File: config.mk
export PLATFORM = sky130hd
export DESIGN_NAME = bp_bht
export DESIGN_NICKNAME = d
export VERILOG_FILES = /design/src/rtl/bp_pkg.sv /design/src/rtl/bp_counter_table.sv /design/src/rtl/bp_bht.sv
export SDC_FILE = /design/constraint.sdc
export NUM_CORES = 1
export LEC_CHECK = 0
export CAP_MARGIN = 20
export CORE_AREA = 2 2 126 128
export DETAILED_ROUTE_END_ITERATION = 7
export DIE_AREA = 0 0 128 130
export GPL_ROUTABILITY_DRIVEN = 0
export PLACE_DENSITY_LB_ADDON = 0.12
export SYNTH_ARGS = -nofsm -noshare
export SYNTH_HDL_FRONTEND = slang
export SYNTH_SLANG_ARGS = --single-unit
File: constraint.sdc
create_clock -name clk -period 6.3 [get_ports clk]
set_clock_uncertainty 0.2 [all_clocks]
set_input_delay 1.26 -clock clk [delete_from_list [all_inputs] [get_ports clk]]
set_output_delay 1.26 -clock clk [all_outputs]
set_load 0.01 [all_outputs]
File: src/rtl/bp_pkg.sv
// Shared branch-predictor definitions: opcodes, 2-bit counter encodings and the
// saturating counter step used by the history table.
package bp_pkg;

  localparam logic [6:0] OPC_JAL    = 7'b1101111;
  localparam logic [6:0] OPC_BRANCH = 7'b1100011;

  typedef enum logic [1:0] {
    CNT_SNT = 2'b00,
    CNT_WNT = 2'b01,
    CNT_WT  = 2'b10,
    CNT_ST  = 2'b11
  } bht_cnt_e;

  localparam logic [1:0] CNT_RESET = CNT_WNT;

  function automatic logic [1:0] cnt_step(input logic [1:0] cnt, input logic taken);
    logic [1:0] res;
    if (taken) begin
      if (cnt == CNT_ST) res = CNT_ST;
      else               res = cnt + 2'd1;
    end else begin
      if (cnt == CNT_SNT) res = CNT_SNT;
      else                res = cnt - 2'd1;
    end
    return res;
  endfunction

endpackage

File: src/rtl/bp_counter_table.sv
// Array of 2-bit saturating direction counters: one combinational read port,
// one synchronous update port, whole-table synchronous reset.
module bp_counter_table
  import bp_pkg::*;
#(
  parameter int ENTRIES = 256,
  parameter int IDX_W   = $clog2(ENTRIES)
) (
  input  logic             clk,
  input  logic             rst,
  input  logic [IDX_W-1:0] rd_idx_i,
  output logic [1:0]       rd_cnt_o,
  input  logic             upd_en_i,
  input  logic [IDX_W-1:0] upd_idx_i,
  input  logic             upd_taken_i
);

  logic [1:0] cnt_q [ENTRIES];

  // Read sees the pre-edge value, so a same-cycle update never disturbs the lookup.
  assign rd_cnt_o = cnt_q[rd_idx_i];

  // Counter storage: reset to weak-not-taken, otherwise saturating update.
  always_ff @(posedge clk) begin
    if (rst) begin
      for (int i = 0; i < ENTRIES; i++) cnt_q[i] <= CNT_RESET;
    end else if (upd_en_i) begin
      cnt_q[upd_idx_i] <= cnt_step(cnt_q[upd_idx_i], upd_taken_i);
    end
  end

endmodule

File: src/rtl/bp_bht.sv
// Next-fetch-PC predictor: JAL always taken, B-type by counter table when
// BP_BHT_DYNAMIC_EN is defined, otherwise backward-taken/forward-not-taken.
module bp_bht
  import bp_pkg::*;
#(
  parameter int BHT_ENTRIES = 256,
  parameter int XLEN        = 32
) (
  input  logic            clk,
  input  logic            rst,
  input  logic            en,
  input  logic            iIC_En,
  input  logic [31:0]     iIC_Ins,
  input  logic [XLEN-1:0] iIF_Pc,
  input  logic            iBR_En,
  input  logic [XLEN-1:0] iBR_Pc,
  input  logic            iBR_Taken,
  output logic            oIF_En,
  output logic [XLEN-1:0] oIF_Pcn,
  output logic            oIF_PredTaken
);

  localparam int IDX_W = $clog2(BHT_ENTRIES);

  logic [6:0]      opcode_s;
  logic [XLEN-1:0] imm_j_s, imm_b_s;
  logic [XLEN-1:0] pc_seq_s, tgt_j_s, tgt_b_s;
  logic            br_taken_s;
  logic            pred_taken_s;
  logic [XLEN-1:0] pred_pc_s;
  logic            en_q, en_d;
  logic [XLEN-1:0] pcn_q, pcn_d;
  logic            pt_q, pt_d;

  assign opcode_s = iIC_Ins[6:0];
  assign imm_j_s  = {{(XLEN-20){iIC_Ins[31]}}, iIC_Ins[19:12], iIC_Ins[20], iIC_Ins[30:21], 1'b0};
  assign imm_b_s  = {{(XLEN-12){iIC_Ins[31]}}, iIC_Ins[7], iIC_Ins[30:25], iIC_Ins[11:8], 1'b0};
  assign pc_seq_s = iIF_Pc + {{(XLEN-3){1'b0}}, 3'd4};
  assign tgt_j_s  = iIF_Pc + imm_j_s;
  assign tgt_b_s  = iIF_Pc + imm_b_s;

`ifdef BP_BHT_DYNAMIC_EN
  logic [1:0] rd_cnt_s;
  logic       unused_s;

  bp_counter_table #(
    .ENTRIES (BHT_ENTRIES),
    .IDX_W   (IDX_W)
  ) u_table (
    .clk         (clk),
    .rst         (rst),
    .rd_idx_i    (iIF_Pc[IDX_W+1:2]),
    .rd_cnt_o    (rd_cnt_s),
    .upd_en_i    (en & iBR_En),
    .upd_idx_i   (iBR_Pc[IDX_W+1:2]),
    .upd_taken_i (iBR_Taken)
  );

  assign br_taken_s = rd_cnt_s[1];
  assign unused_s   = ^{iBR_Pc[XLEN-1:IDX_W+2], iBR_Pc[1:0]};
`else
  logic unused_s;

  // Static fallback: the immediate's sign bit is the branch direction.
  assign br_taken_s = iIC_Ins[31];
  assign unused_s   = ^{iBR_En, iBR_Pc, iBR_Taken};
`endif

  // Opcode decode into predicted direction and next PC.
  always_comb begin
    pred_taken_s = 1'b0;
    pred_pc_s    = pc_seq_s;
    case (opcode_s)
      OPC_JAL: begin
        pred_taken_s = 1'b1;
        pred_pc_s    = tgt_j_s;
      end
      OPC_BRANCH: begin
        pred_taken_s = br_taken_s;
        if (br_taken_s) pred_pc_s = tgt_b_s;
        else            pred_pc_s = pc_seq_s;
      end
      default: begin
        pred_taken_s = 1'b0;
        pred_pc_s    = pc_seq_s;
      end
    endcase
  end

  // Output next-state: capture on accepted fetch, drop valid on idle fetch, hold when disabled.
  always_comb begin
    en_d  = en_q;
    pcn_d = pcn_q;
    pt_d  = pt_q;
    if (en) begin
      if (iIC_En) begin
        en_d  = 1'b1;
        pcn_d = pred_pc_s;
        pt_d  = pred_taken_s;
      end else begin
        en_d  = 1'b0;
        pcn_d = pcn_q;
        pt_d  = pt_q;
      end
    end else begin
      en_d  = en_q;
      pcn_d = pcn_q;
      pt_d  = pt_q;
    end
  end

  // Output registers; reset raises oIF_En to kick the first fetch from PC 0.
  always_ff @(posedge clk) begin
    if (rst) begin
      en_q  <= 1'b1;
      pcn_q <= {XLEN{1'b0}};
      pt_q  <= 1'b0;
    end else begin
      en_q  <= en_d;
      pcn_q <= pcn_d;
      pt_q  <= pt_d;
    end
  end

  assign oIF_En        = en_q;
  assign oIF_Pcn       = pcn_q;
  assign oIF_PredTaken = pt_q;

endmodule

==> results of run 1 <==
-- placed cells by master (no fill, tap or decap), drive strengths merged, types with 3 or more instances in the layout --
cell type | synthesis | routed
mux2i | 8 | 8
clkbuf | 29 | 8
or2 | 3 | 3
o21bai | 5 | 5
a21o | 20 | 20
dfxtp | 34 | 34
a211oi | 24 | 24
o21a | 11 | 11
o22ai | 8 | 8
a221oi | 10 | 10
inv | 32 | 32
a311oi | 6 | 6
clkdlybuf4s50 | 0 | 101
nor3 | 30 | 30
or3 | 4 | 4
nand3 | 32 | 32
o31ai | 8 | 8
a31o | 3 | 3
buf | 5 | 12
ha | 44 | 44
nand2 | 58 | 58
nor2b | 4 | 4
xor2 | 16 | 16
a221o | 5 | 5
o211ai | 6 | 6
nand2b | 3 | 3
nor4 | 3 | 3
nand4 | 18 | 18
and2 | 10 | 10
o21ai | 50 | 50
a21oi | 54 | 54
xnor2 | 34 | 34
o2bb2ai | 3 | 3
a31oi | 8 | 8
and4 | 7 | 7
nor2 | 86 | 86
and3 | 11 | 11
o221ai | 7 | 7
-- final cells by class --
cell class / count / share of cell area, %
inverter: 32 / 1.81
multi-input combinational: 637 / 65.1
sequential: 34 / 10.3
clock buffer: 8 / 2.51
tap: 192 / 3.63
timing repair buffer: 113 / 16.6
-- registers in the layout, indices dropped and copies added (netlist names) --
name and cells:
oIF_En 1, oIF_Pcn 32, oIF_PredTaken 1
-- worst min path at each step --
stage	endpoint	slack, ns	cells after the start
after floorplan	oIF_Pcn[0]$_SDFFE_PP0P_	0.28	2
after global placement	oIF_Pcn[0]$_SDFFE_PP0P_	0.24	2
after detailed placement	oIF_PredTaken$_SDFFE_PP0P_	0.25	2
after CTS	oIF_PredTaken$_SDFFE_PP0P_	0.26	2
after global routing	oIF_PredTaken$_SDFFE_PP0P_	0.29	2
final	oIF_Pcn[0]$_SDFFE_PP0P_	0.26	2
-- layer usage --
metal  track usage, %  part of all wire (%)  wire, um
met5                0                     0         0
met2             38.0                    44      8810
met4             6.79                   2.1       426
met3             3.16                   7.5      1500
met1             33.0                    46      9170
-- power groups by stage --
| stage | sequential [mW] | combinational, mW | clock [mW] |
|---|---|---|---|
| after global placement | 0.241 | 0.468 | 0 |
| final | 0.237 | 0.486 | 0.289 |
| after detailed placement | 0.242 | 0.474 | 0 |
| after floorplan | 0.248 | 0.298 | 0 |
| after global routing | 0.239 | 0.529 | 0.303 |
| after CTS | 0.237 | 0.477 | 0.295 |
-- cells by family (layout without fill, tap and decap cells) --
family / after synthesis / count (layout) / share of synthesized area, %
simple gates: 275 / 275 / 25.8
compound gates: 258 / 258 / 35.2
buf+inv: 66 / 153 / 4.80
xor+xnor: 50 / 50 / 8.36
fa+ha+maj: 46 / 46 / 11.3
flops: 34 / 34 / 13.0
mux: 8 / 8 / 1.53
-- worst max-delay path: stages --
cell             delay [ns]
clkdlybuf4s50_1        0.87
buf_4                  0.43
ha_1                   0.56
a21o_1                 0.17
a21oi_1                0.14
o31ai_1                0.58
nor3_1                 0.10
o21a_1                 0.13
a221oi_1               0.22
a311oi_1               0.12
-- per-stage QoR --
stage / hold slack [ns] / setup slack, ns / instances
2_1_floorplan: 0.281 / 2.61 / 737
3_3_place_gp: 0.241 / 1.46 / 1008
3_5_place_dp: 0.249 / 1.47 / 1008
4_1_cts: 0.258 / 1.74 / 1016
5_1_grt: 0.285 / 1.50 / 1016
6_report: 0.257 / 1.67 / 1016
==> flow_summary.ini, run 1 <==
[power_and_ir_drop]
p_int_uw = 615
power_density_nw_per_um2 = 153
leakage_nw = 2.51
total_power_mw = 1.01
comb_power_share_pct = 48.0
power_switching_uw = 396
irDropWorstVdd_mv = 0.0995
seqPwrFrac_pct = 23.4
swShare_pct = 39.2
p_clk_share_pct = 28.6

[place]
port_buffers = 101
dp.final_hpwl_um = 15000
dpl_cell_area_um2 = 6450

[clocking]
cts_htree_levels = 2
post_cts_buffers = 0
root_buffer = clkbuf_16
cts_resized = 0
numCtsBuffers = 5
cts.sinks = 34
cts_tree = built
clk_pin_slew_ns = 0.06
clk_latency_ns = 0.29
clockBufferDepth = 2
postCtsHoldBufs = 0

[worst_setup_path]
reg2reg_to = oIF_Pcn[24]$_SDFFE_PP0P_
reg2regPathDepth = 4
r2r_setup_slack_ns = 4.99
r2r_start = oIF_Pcn[24]$_SDFFE_PP0P_
required_ns = 6.25
crit_path_max_fanout = 18
critPathCaptureType = register
crit_path_end = oIF_Pcn[28]$_SDFFE_PP0P_
cp.arrival_ns = 4.59
critPathKind = input port to register
start_kind = input port
startpoint = iIC_Ins[31]

[finish]
area_delta_synth_final_pct = 26.5
drive_above_1_share_pct = 5.83
fillers = 1608
final_area_um2 = 6620
multi_input_area_um2 = 4310
n_antenna_cell = 0
final_nets = 971
fin_util_pct = 42.9
register_area_um2 = 681

[logic_synthesis]
synth_top_area_share_pct = 13.0
synth_cells = 737
synth_ff_type = dfxtp_1
yosys.area.top_type = dfxtp_1
synthTopCellsByCount = nor2_1 (85), nand2_1 (58), a21oi_1 (53), o21ai_0 (45), ha_1 (44)
ys_types = 80
syn_nets = 885
synth-edff-count = 0
yosys_warnings = 0
yosysMostFrequentCell = nor2_1
synth_area_um2 = 5240
yosys-top-cells-area = dfxtp_1 (13%), ha_1 (11%), nor2_1 (6.1%)
synthArstFlopShare_pct = 0
yosysSeqAreaShare_pct = 13.0
syn_area_per_cell_um2 = 7.10
synth_seq_cells = 34

[routing]
first_iter_violations = 641
ant_nets = 0
drc_errors = 0
vias = 6214
finalWirelength_um = 19900
via_per_inst = 6.12
wl_per_cell_um = 19.6
dr.pass1.iters = 5

[timing]
layout_min_cycle_time_ns = 4.63
setup_tns_ns = 0
max_freq_mhz = 216
slew_headroom_pct = 32.6
hold_viol_final = 0
tightest_slew_ns = 1.01
slew_violations = 0
rsz0062_at_grt = no
fin_crit_sh_pct = 73.5
final-setup-viol-count = 0

[global_routing]
antenna_found_initial = 0
grt_pass1_wl_um = 31100
grt_usage_pct = 23.6
grt_remaining_overflow = 0
grt_pass1_vias = 5821
grt_max_degree = 36

[status]
status = completed

[die]
die_h_um = 130
die_w_um = 128
start_util_pct = 33.9
die_area_um2 = 16600
io_pins = 136
rows = 46
core_um2 = 15400

[worst_hold_path]
hp-start = oIF_Pcn[0]$_SDFFE_PP0P_
hold_class = register to register

[run]
maxCapViolCount = 0
Power figures use the tool's default switching activity.
==> run 2: changes to the inputs <==
==> constraint.sdc (replaced) <==
create_clock -name clk -period 4.8 [get_ports clk]
set_clock_uncertainty 0.2 [all_clocks]
set_input_delay 0.96 -clock clk [delete_from_list [all_inputs] [get_ports clk]]
set_output_delay 0.96 -clock clk [all_outputs]
set_load 0.01 [all_outputs]
==> run 2 against run 1 <==
Against the previous run: worst hold slack got worse by 0.0014 ns; final area increased by 0.42%; global-route usage increased by 0.31 points; register-to-register slack got worse by 1.5 ns; wire length increased by 0.20%; non-clock buffer count increased by 4; final cell count increased by 0.39%.
==> flow_summary.ini, run 2 (same netlist as run 1, synthesis figures left out) <==
[finish]
fillers = 1599
final_cell_mix = clkdlybuf4s50_1 (101), nor2_1 (85), nand2_1 (58), a21oi_1 (53), o21ai_0 (45)
drive_above_1_share_pct = 6.16
final_common_cell = clkdlybuf4s50_1
final_area_um2 = 6650
area_delta_synth_final_pct = 27.0
n_antenna_cell = 0
largest_register_ffs = 32
fin_util_pct = 43.1
final_nets = 975
layout.cells.non_filler = 1020

[timing]
setup_tns_ns = 0
setup_slack_ns = 0.480
fin_crit_sh_pct = 90.0
slew_violations = 0
slew_headroom_pct = 47.1
final-setup-viol-count = 0
hold_viol_final = 0
layout_min_cycle_time_ns = 4.32
max_freq_mhz = 231
tightest_slew_ns = 0.792
rsz0062_at_grt = no

[worst_setup_path]
r2r_start = oIF_Pcn[24]$_SDFFE_PP0P_
critPathKind = input port to register
crit_path_max_fanout = 6
worstPathCellList = clkdlybuf4s50_1 -> ha_1 -> a211oi_1 -> o21ai_1 -> a2111oi_4 -> nor2_1 -> a21oi_2 -> xnor2_1 -> a221oi_1 -> nor3_1
critPathCaptureType = register
required_ns = 4.75
cpMaxStageDelayCell = clkdlybuf4s50_1
worst_path_largest_cell_delay_ns = 0.62
cp.arrival_ns = 4.27
startpoint = iIF_Pc[2]
start_kind = input port

[power_and_ir_drop]
irDropWorstVdd_mv = 0.130
power_density_nw_per_um2 = 200
leakage_nw = 2.53

[clocking]
root_buffer = clkbuf_16
cts_htree_levels = 2
post_cts_buffers = 0
numCtsBuffers = 5
cts_tree = built
clk_latency_ns = 0.28
cts.sinks = 34
clk_pin_slew_ns = 0.06
cts_resized = 0
postCtsHoldBufs = 0
clockBufferDepth = 2

[die]
io_pins = 136
die_w_um = 128
rows = 46
die_h_um = 130
core_um2 = 15400
die_area_um2 = 16600
start_util_pct = 33.9

[worst_hold_path]
hold_class = register to register
hp-start = oIF_Pcn[0]$_SDFFE_PP0P_

[place]
dp.final_hpwl_um = 15200
port_buffers = 101
pre_cts_ws_ns = 0.348
dpl_cell_area_um2 = 6480
dp.cells = 1012

[global_routing]
grt_pass1_wl_um = 31500
grt_max_degree = 31
grt_usage_pct = 23.9
grt_remaining_overflow = 0
antenna_found_initial = 0
grt_pass1_vias = 5878

[routing]
first_iter_violations = 680
dr.pass1.iters = 6
via_per_inst = 6.05
finalWirelength_um = 19900
ant_nets = 0
vias = 6166
wl_per_cell_um = 19.6
drc_errors = 0

[status]
status = completed

[run]
maxCapViolCount = 0
run 2: changes by cell type in the layout (fill, tap and decap cells not counted):
cell,delta
buf_4,+4
nor2_1,+1
nor2_2,-1
run 2: path summary, 6_finish.rpt:
check                        endpoint  slack, ns  cells after the start
min reg2reg   oIF_Pcn[0]$_SDFFE_PP0P_       0.26                      2
min           oIF_Pcn[0]$_SDFFE_PP0P_       0.26                      2
max          oIF_Pcn[18]$_SDFFE_PP0P_       0.48                     10
max reg2reg  oIF_Pcn[24]$_SDFFE_PP0P_       3.47                      4
run 2: area by class of cell:
type / count / area, um^2 / area share, %
Timing Repair Buffer: 117 / 1130 / 17.0
Sequential cell: 34 / 681 / 10.2
Multi-Input combinational cell: 637 / 4310 / 64.8
Tap cell: 192 / 240 / 3.61
Clock buffer: 8 / 166 / 2.50
Inverter: 32 / 120 / 1.81
run 2: routing by layer:
metal	wire length (um)	vias up	global-route usage (%)	part of all wire (%)
met5	0	-	0	0
met4	317	0	5.82	1.6
met3	1400	24	3.44	7.0
met2	9000	268	38.6	45
met1	9230	2908	33.6	46
li1	-	2966	-	-
run 2: through the flow:
step | hold WS, ns | total power [mW]
CTS | 0.260 | 1.33
global placement | 0.244 | 0.934
floorplan | 0.281 | 0.716
global route | 0.291 | 1.41
finish | 0.255 | 1.33
detailed placement | 0.251 | 0.941
run 2: critical path, delay by kind of cell:
family,cells,cell delay (ns)
AO/OA/AOI/OAI,5,1.99
buffers and inverters,1,0.62
XOR/XNOR,1,0.09
adder cells (fa/ha/maj),1,0.30
AND/OR/NAND/NOR,2,0.29
run 2: report_power, final:
part           leakage [nW]  switching, mW  internal (mW)
Combinational          2.16          0.366          0.273
Clock                0.0832          0.148          0.236
Sequential            0.281        0.00965          0.301
Total                  2.53          0.523          0.810
